--- src/rtl/bpb_update_ctrl.sv ---
// bpb_update_ctrl: sequences the BHT two-phase update (arm, then commit).
// EX branch resolutions queue in a small FIFO. Each drain borrows the BHT
// index port, which IF lookups normally own. A starvation counter forces an
// arm once lookups have blocked it for STARVE_LIMIT consecutive cycles.
// Optional feature macro: BPB_FLUSH_EN adds flush_i, which discards queued
// entries and any arm in progress.
// INDEX_WIDTH defaults to 6.

module bpb_update_ctrl #(
  parameter int INDEX_WIDTH  = 6,
  parameter int FIFO_DEPTH   = 4,
  parameter int STARVE_LIMIT = 8
) (
  input  logic                   clk_i,
  input  logic                   rst_i,
  input  logic                   lookup_req_i,
  input  logic [INDEX_WIDTH-1:0] lookup_index_i,
  output logic                   lookup_stall_o,
  input  logic                   resolve_valid_i,
  output logic                   resolve_ready_o,
  input  logic [INDEX_WIDTH-1:0] resolve_index_i,
  input  logic                   resolve_taken_i,
`ifdef BPB_FLUSH_EN
  input  logic                   flush_i,
`endif
  output logic                   tbl_en_o,
  output logic                   tbl_update_en_o,
  output logic                   tbl_last_taken_o,
  output logic [INDEX_WIDTH-1:0] tbl_index_o,
  output logic                   busy_o
);

  localparam int PW = (FIFO_DEPTH > 1) ? $clog2(FIFO_DEPTH) : 1;
  localparam int CW = $clog2(FIFO_DEPTH) + 1;
  localparam int SW = $clog2(STARVE_LIMIT + 1);
  localparam logic [CW-1:0] FULL_COUNT = CW'(FIFO_DEPTH);
  localparam logic [SW-1:0] STARVE_MAX = SW'(STARVE_LIMIT);

  typedef enum logic {IDLE = 1'b0, COMMIT = 1'b1} state_t;

  state_t state_reg, state_next;
  logic [PW-1:0] wr_ptr_reg, wr_ptr_next;
  logic [PW-1:0] rd_ptr_reg, rd_ptr_next;
  logic [CW-1:0] count_reg, count_next;
  logic [SW-1:0] starve_cnt_reg, starve_cnt_next;

  // Small register-file FIFO. The head must be visible in the same cycle,
  // so this storage is read asynchronously.
  logic [INDEX_WIDTH-1:0] idx_mem [FIFO_DEPTH];
  logic                   tkn_mem [FIFO_DEPTH];

  logic fifo_empty;
  logic fifo_full;
  logic push;
  logic pop;
  logic flush;
  logic [INDEX_WIDTH-1:0] head_index;
  logic                   head_taken;

`ifdef BPB_FLUSH_EN
  assign flush = flush_i;
`else
  assign flush = 1'b0;
`endif

  assign fifo_empty      = (count_reg == '0);
  assign fifo_full       = (count_reg == FULL_COUNT);
  assign resolve_ready_o = !fifo_full;
  // A push during a flush is dropped.
  assign push            = resolve_valid_i && !fifo_full && !flush;
  assign head_index      = idx_mem[rd_ptr_reg];
  assign head_taken      = tkn_mem[rd_ptr_reg];
  assign busy_o          = !fifo_empty || (state_reg == COMMIT);

  // FIFO storage write; contents need no reset because count gates their use.
  always_ff @(posedge clk_i) begin
    if (push) begin
      idx_mem[wr_ptr_reg] <= resolve_index_i;
      tkn_mem[wr_ptr_reg] <= resolve_taken_i;
    end
  end

  // State, pointer, count and starvation registers.
  always_ff @(posedge clk_i or posedge rst_i) begin
    if (rst_i) begin
      state_reg      <= IDLE;
      wr_ptr_reg     <= '0;
      rd_ptr_reg     <= '0;
      count_reg      <= '0;
      starve_cnt_reg <= '0;
    end else begin
      state_reg      <= state_next;
      wr_ptr_reg     <= wr_ptr_next;
      rd_ptr_reg     <= rd_ptr_next;
      count_reg      <= count_next;
      starve_cnt_reg <= starve_cnt_next;
    end
  end

  // Arbitration between lookups and updates, table drive and next state.
  always_comb begin
    state_next       = state_reg;
    starve_cnt_next  = starve_cnt_reg;
    tbl_en_o         = 1'b0;
    tbl_update_en_o  = 1'b0;
    tbl_last_taken_o = 1'b0;
    tbl_index_o      = lookup_index_i;
    lookup_stall_o   = 1'b0;
    pop              = 1'b0;
    case (state_reg)
      IDLE: begin
        if (fifo_empty) begin
          starve_cnt_next = '0;
        end else if (!lookup_req_i) begin
          tbl_en_o        = 1'b1;
          tbl_index_o     = head_index;
          state_next      = COMMIT;
          starve_cnt_next = '0;
        end else if (starve_cnt_reg < STARVE_MAX) begin
          starve_cnt_next = starve_cnt_reg + 1'b1;
        end else begin
          tbl_en_o        = 1'b1;
          tbl_index_o     = head_index;
          lookup_stall_o  = 1'b1;
          state_next      = COMMIT;
          starve_cnt_next = '0;
        end
      end
      COMMIT: begin
        // The lookup keeps the port. It reads the pre-write entry value.
        tbl_en_o         = 1'b1;
        tbl_update_en_o  = 1'b1;
        tbl_last_taken_o = head_taken;
        tbl_index_o      = lookup_req_i ? lookup_index_i : head_index;
        pop              = 1'b1;
        state_next       = IDLE;
      end
      default: state_next = IDLE;
    endcase
    if (flush) begin
      // Any commit in this cycle still writes. An arm in this cycle is abandoned.
      state_next      = IDLE;
      starve_cnt_next = '0;
    end
  end

  // FIFO pointer and occupancy update.
  always_comb begin
    wr_ptr_next = wr_ptr_reg;
    rd_ptr_next = rd_ptr_reg;
    count_next  = count_reg;
    if (push) wr_ptr_next = wr_ptr_reg + 1'b1;
    if (pop)  rd_ptr_next = rd_ptr_reg + 1'b1;
    case ({push, pop})
      2'b10:   count_next = count_reg + 1'b1;
      2'b01:   count_next = count_reg - 1'b1;
      default: count_next = count_reg;
    endcase
    if (flush) begin
      wr_ptr_next = '0;
      rd_ptr_next = '0;
      count_next  = '0;
    end
  end

endmodule

--- config.mk ---
export PLATFORM = sky130hd
export DESIGN_NAME = bpb_update_ctrl
export DESIGN_NICKNAME = d
export VERILOG_FILES = /design/src/rtl/bpb_update_ctrl.sv
export SDC_FILE = /design/constraint.sdc
export NUM_CORES = 1
export LEC_CHECK = 0
export ABC_AREA = 1
export ABC_CLOCK_PERIOD_IN_PS = 5200
export CAP_MARGIN = 20
export CELL_PAD_IN_SITES_DETAIL_PLACEMENT = 1
export CELL_PAD_IN_SITES_GLOBAL_PLACEMENT = 2
export CORE_ASPECT_RATIO = 0.8
export CORE_UTILIZATION = 35
export CTS_CLUSTER_DIAMETER = 60
export DETAILED_ROUTE_END_ITERATION = 6
export HOLD_SLACK_MARGIN = 0.03
export PLACE_DENSITY_LB_ADDON = 0.1
export SLEW_MARGIN = 10
export SYNTH_ARGS = -nofsm -noshare
export SYNTH_HDL_FRONTEND = slang
export SYNTH_SLANG_ARGS = --single-unit
--- constraint.sdc ---
create_clock -name clk_i -period 5.2 [get_ports clk_i]
set_input_delay 1.04 -clock clk_i [delete_from_list [all_inputs] [get_ports clk_i]]
set_output_delay 1.04 -clock clk_i [all_outputs]
set_load 0.03 [all_outputs]
## After elaboration in Yosys (flattened, before gate mapping)

Memory sizes are Yosys's and may differ from the RTL's.
Index checks and enable logic that the tools add are counted.

- Bits in registers: 12
- Bits in writable memories: 28
- Input port bits: 17
- Output and inout bits: 12
- Logic and storage cells: 44
- Memories: 2

- Add/subtract/negate cells: 5
- Magnitude comparators: 1
- Eq/ne operators: 3
- Muxes and demuxes: 21
- Bitwise gates (word level): 1
- Reduce and logical (&&, ||, !) cells: 6

Memory list:

| name | depth | bits a word | rd ports | clocked after memory_dff | wr ports | RTL line | RTL |
|---|---|---|---|---|---|---|---|
| idx_mem | 4 | 6 | 1 | 0 | 1 | 49 | `logic [INDEX_WIDTH-1:0] idx_mem [FIFO_DEPTH];` |
| tkn_mem | 4 | 1 | 1 | 0 | 1 | 50 | `logic tkn_mem [FIFO_DEPTH];` |

Operators with widths:

| cell | number |
|---|---|
| $mux 6 | 4 |
| $mux 4 | 3 |
| $pmux 6 s2 | 1 |
| $mux 1 | 10 |
| $pmux 3 s2 | 1 |
| $add 2x1->2 const B | 2 |
| $add 4x1->4 const B | 1 |
| $lt 4x4->1 const B | 1 |
| $pmux 1 s2 | 2 |
| $add 3x1->3 const B | 1 |
| $eq 3x3->1 const B | 1 |
| $logic_not 3->1 | 1 |
| $sub 3x1->3 const B | 1 |
| $eq 2x1->1 const B | 1 |
| $eq 2x2->1 const B | 1 |
| $logic_not 1->1 | 2 |
| $reduce_bool 2->1 | 1 |
| $logic_and 1x1->1 | 1 |
| $logic_or 1x1->1 | 1 |
| $not 1->1 | 1 |

## Longest topological paths before layout

Gate-level depths: netlist of the first run.

- Depth after elaboration: 5
- Mapped depth: 10
- Gate-level depth less buffers: 10

## Worst setup path after synthesis of the first run

No wires, ideal clock.

- Kind: input-to-output
- From: in lookup_req_i
- To: out tbl_en_o
- Arrival: 1.854 ns
- Data required time: 4.160 ns
- Path slack: 2.306 ns
- Stages on the path: 3
- Path buffers: 0
- Cells stage by stage: inv_1 nor2_1 o21ai_0

- Longest elaborated chain between the ends: 3

Ends and longest elaborated chain:

| what | RTL line | RTL |
|---|---|---|
| start, declared | 16 | `input logic lookup_req_i,` |
| $mux 1 | 114 | `end else if (!lookup_req_i) begin` |
| $mux 1 | 112 | `if (fifo_empty) begin` |
| $pmux 1 s2 | 110 | `case (state_reg)` |
| end, declared | 26 | `output logic tbl_en_o,` |

Every way passes these cells.

## Final worst setup path of the first run

Ends and elaborated chain as after synthesis.

==> results.toml, run 1 <==
[logic_synthesis]
async_reset_ff_share_pct = 30.0
synth-seq-cells = 40
synth-main-ff-cell = "edfxtp_1"
yosysSeqAreaShare_pct = 58.9
postSynthAreaPerCell_um2 = 9.45
synth_cells = 205
yosys_warnings = 0
syn_area_um2 = 1940
yosysUniqueCellTypes = 25
synth_edf_count = 28
syn-num-nets = 229

[sta]
min_period_ns = 3.59
clock_skew_ns = 0.00616
fin_setup_tns_ns = 0
final-setup-viol-count = 0
fmax_mhz = 278
slew_viol_final = 0
tightest_slew_ns = 0.809
final_hold_viol_count = 0
relSlewSlack_pct = 45.8
period_share_pct = 69.1
rsz0062_at_grt = "no"

[die]
dieArea_um2 = 5840
die_h_um = 68.6
die_x_um = 85.2
row_count = 23
core_um2 = 5180
pin_count = 29
start_util_pct = 37.4

[worst_setup_path]
r2r-start = "count_reg[0]$_DFFE_PP0P_"
required_ns = 4.16
path_common_cell = "clkdlybuf4s50_1"
crit_start = "lookup_req_i"
crit_path_end_kind = "output port"
cpMaxStageDelayCell = "clkdlybuf4s50_1"
path_cells = "clkdlybuf4s50_1, inv_1, nor2_1, o21ai_0, clkdlybuf4s50_1"
path_class = "input port to output port"
crit_buf_inv = 3
path_max_fanout = 4
max_stage_delay_ns = 0.60
crit_path_start_kind = "input port"
arrival_ns = 2.55
cp_top_family = "buffers and inverters"

[placed_design]
numPortBuffers = 28
place_area_um2 = 2260
hpwl_um = 3270
globalplace.congestion = 0.723

[finish]
final_area_um2 = 2370
drive_above_1_share_pct = 6.33
multi_input_area_um2 = 602
final_util_pct = 45.8
seq_area_um2 = 1140
diodes = 0
fillers = 620
areaGrowthSynthToFinish_pct = 22.3
num-nets-final = 260
layout_common_cells = "nand2_1 (69), inv_1 (39), edfxtp_1 (28), clkdlybuf4s50_1 (28), nand3_1 (13)"
layout_commonest_cell = "nand2_1"
largest_reg_flops = 24

[detailed_routing]
drt.antenna.violating_nets = 0
first_iter_violations = 69
dr.pass1.iters = 3
vias_per_cell = 4.69
drcViolationCount = 0
wl_um = 4460
wl_per_cell_um = 14.9
via_count = 1402

[global_route]
track_usage_pct = 18.0
grt_pass1_vias = 1504
grt_pass1_wl_um = 7510
grt.overflow.total = 0
antenna_found_initial = 0
grt_max_degree = 18

[clock_network]
cts.sinks = 40
insertion_delay_ns = 0.29
hold_buffers = 0
post_cts_buffers = 0
cts_buffers = 5
cts_resized = 0
htreeDepth = 2
cts-root-buf = "clkbuf_8"
cts_tree = "yes"
path_clk_slew_ns = 0.08
cts.path.max_buffers = 2

[min_path]
hold_start = "count_reg[0]$_DFFE_PP0P_"
hold_class = "flip-flop to flip-flop"

[power_and_ir_drop]
powerDensity_nw_per_um2 = 542
irDropWorstVdd_uv = 218
p_leak_uw = 0.00110

[outcome]
status = "completed"

[flow_run]
drv_cap = 0
-- synthesized netlist by cell type, types with 3 or more instances --
cell type,n,area [um^2]
xor2_1,5,43.8
nand3_1,13,65.1
nor2_1,5,18.8
dfrtp_1,12,300
nand2_2,3,18.8
inv_1,39,146
ha_1,6,75.1
o21ai_0,5,25.0
edfxtp_1,28,841
nand2_1,69,259
-- report_power, final --
| group | switching [uW] | total, uW | internal, uW |
|---|---|---|---|
| clock | 106 | 246 | 140 |
| sequential | 79.8 | 511 | 431 |
| combinational | 338 | 529 | 191 |
| total | 524 | 1290 | 761 |
-- cell type report --
class | count | area share [%]
clock inverter | 3 | 1.58
inverter | 43 | 6.91
timing repair buffer | 28 | 11.8
sequential | 40 | 48.1
clock buffer | 5 | 2.90
multi-input combinational | 118 | 25.4
tap | 62 | 3.27
-- metrics by stage --
stage | std cells | worst slack, ns | power (uW) | hold WS (ns)
after global placement | 291 | 1.62 | 1010 | 0.494
final | 299 | 1.61 | 1290 | 0.537
after detailed placement | 291 | 1.60 | 1050 | 0.523
after floorplan | 205 | 2.31 | 865 | 0.478
after global routing | 299 | 1.50 | 1390 | 0.554
after CTS | 299 | 1.59 | 1300 | 0.536
-- cell families after synthesis --
logic type,share of synthesized area (%)
buffers and inverters,10.1
AND/OR/NAND/NOR,21.6
flip-flops,58.9
adder cells (fa/ha/maj),4.91
XOR/XNOR,2.71
AO/OA/AOI/OAI,1.81
-- routing by layer --
metal / track usage [%] / wire length (um)
met1: 21.2 / 2140
met2: 32.6 / 2120
met3: 3.93 / 146
met4: 7.63 / 60
met5: 0 / 0
-- worst register-to-register path, cell delays in order (launching register included) --
cell      delay, ns
dfrtp_1        0.42
nor2_2         0.18
nand2_1        0.15
nand2_2        0.17
ha_1           0.18
inv_1          0.07
fa_1           0.38
nand2_1        0.08
nand3b_1       0.10
xor2_1         0.16
-- path summary, 6_finish.rpt --
check	to	slack (ns)	cells past startpoint
setup reg to reg	count_reg[2]$_DFFE_PP0P_	3.19	9
setup / recovery	tbl_en_o	1.61	5
max in group asynchronous	state_reg$_DFF_PP0_	3.79	2
min in group asynchronous	wr_ptr_reg[1]$_DFFE_PP0P_	1.06	2
hold / removal	count_reg[0]$_DFFE_PP0P_	0.54	1
hold reg to reg	count_reg[0]$_DFFE_PP0P_	0.54	1
Note: power is estimated with default switching activity, not from simulation.
==> run 2: changes to the inputs <==
- ABC_CLOCK_PERIOD_IN_PS: 5200 -> 3800
- CORE_UTILIZATION: 35 -> 33
- clock period: 5.2 -> 3.8 ns (I/O delays scaled with it)
==> run 2 against run 1 <==
  * Wire length shrank 9.3%
  * Cell area up 0.90%
  * Via count shrank 3.4%
  * Highest routed layer unchanged
  * Clock power is 37% higher
==> results.toml, run 2 (same netlist as run 1, synthesis figures left out) <==
[outcome]
status = "completed"

[placed_design]
numPortBuffers = 28
hpwl_um = 3070
place_ws_ns = 0.768
globalplace.congestion = 0.697

[die]
row_count = 24
pin_count = 29
start_util_pct = 34.9
dieArea_um2 = 6190
core_um2 = 5560
die_x_um = 87.7
die_h_um = 70.5

[clock_network]
hold_buffers = 0
cts.path.max_buffers = 2
post_cts_buffers = 0
cts_buffers = 5
insertion_delay_ns = 0.29
cts_resized = 0
path_clk_slew_ns = 0.07
cts_tree = "yes"
htreeDepth = 2
cts-root-buf = "clkbuf_8"
cts.sinks = 40

[worst_setup_path]
path_cells = "inv_2, nand2_1, nand3_1, nand2_1, nand2_1, nand2_1, clkdlybuf4s50_1"
path_common_cell = "nand2_1"
max_stage_delay_ns = 0.75
crit_buf_inv = 2
crit_path_end_kind = "output port"
arrival_ns = 2.35
path_class = "flip-flop to output port"
cpMaxStageDelayCell = "dfrtp_1"
crit_path_start_kind = "flip-flop"
cp_top_family = "buffers and inverters"
required_ns = 3.04
path_max_fanout = 17

[sta]
period_share_pct = 81.8
clock_skew_ns = 0.00306
tightest_slew_ns = 0.793
rsz0062_at_grt = "no"
slew_viol_final = 0
min_period_ns = 3.11
relSlewSlack_pct = 46.9
holdWs_ns = 0.521
final_hold_viol_count = 0
fmax_mhz = 322
timing.final.ws_setup_ns = 0.691
fin_setup_tns_ns = 0
final-setup-viol-count = 0

[min_path]
hold_class = "flip-flop to flip-flop"

[global_route]
grt.overflow.total = 0
grt_pass1_vias = 1467
grt_util_met2_pct = 26.7
grt_pass1_wl_um = 6990
grt_max_degree = 18
track_usage_pct = 15.3
antenna_found_initial = 0
grt_use_met1_pct = 18.7
busiest_layer = "met2"
use_met3_pct = 3.85

[flow_run]
drv_cap = 0

[finish]
largest_reg_flops = 24
diodes = 0
drive_above_1_share_pct = 6.75
layout_commonest_cell = "nand2_1"
areaGrowthSynthToFinish_pct = 23.4
layout_common_cells = "nand2_1 (69), inv_1 (39), edfxtp_1 (28), clkdlybuf4s50_1 (28), nand3_1 (13)"
final_util_pct = 43.1
num-nets-final = 260

[detailed_routing]
drt.antenna.violating_nets = 0
dr.pass1.iters = 4
drcViolationCount = 0
wl_per_cell_um = 12.8
first_iter_violations = 24
vias_per_cell = 4.30
via_count = 1354
wl_um = 4050

[power_and_ir_drop]
p_leak_uw = 0.00110
irDropWorstVdd_uv = 251
powerDensity_nw_per_um2 = 724
## run 2: worst paths after layout
check	start	endpoint	slack, ns	depth (start not counted)
worst max-delay path	rd_ptr_reg[0]$_DFFE_PP0P_	tbl_index_o[1]	0.69	7
worst min-delay path	count_reg[0]$_DFFE_PP0P_	count_reg[0]$_DFFE_PP0P_	0.52	1
worst max register to register	count_reg[0]$_DFFE_PP0P_	count_reg[2]$_DFFE_PP0P_	1.81	9
worst min register to register	count_reg[0]$_DFFE_PP0P_	count_reg[0]$_DFFE_PP0P_	0.52	1
max in group asynchronous	rst_i	starve_cnt_reg[3]$_DFFE_PP0N_	2.68	2
min in group asynchronous	rst_i	count_reg[2]$_DFFE_PP0P_	0.79	2
## run 2: metrics by stage
step	power, uW	instance area [um^2]	cells
finish	1730	2390	315
global route	1890	2390	315
CTS	1770	2390	315
detailed placement	1430	2280	307
global placement	1390	2280	307
floorplan	1180	1940	205
## run 2: worst register-to-register path: stages, from the launching register on
cell,delay [ns]
dfrtp_1,0.42
nor2_2,0.19
nand2_1,0.13
nand2_2,0.16
ha_1,0.19
inv_1,0.07
fa_1,0.39
nand2_1,0.09
nand3b_1,0.09
xor2_1,0.15
## run 2: final cells by class
type | count | area [um^2]
Sequential cell | 40 | 1140
Timing Repair Buffer | 28 | 280
Clock inverter | 2 | 35.0
Inverter | 43 | 164
Clock buffer | 6 | 72.6
Fill cell | 638 | 3160
Tap cell | 78 | 97.6
Multi-Input combinational cell | 118 | 602
## run 2: per-layer routing
metal / share of wire, % / up-vias
met3: 2.4 / 4
li1: - / 694
met2: 49 / 16
met1: 48 / 640
met5: 0 / -
met4: 0.77 / 0
## run 2: power breakdown
part | switching [uW] | total (uW) | internal (uW) | leakage (uW)
Clock | 142 | 336 | 195 | 0.0000552
Sequential | 103 | 693 | 590 | 0.000406
Combinational | 443 | 703 | 259 | 0.000639
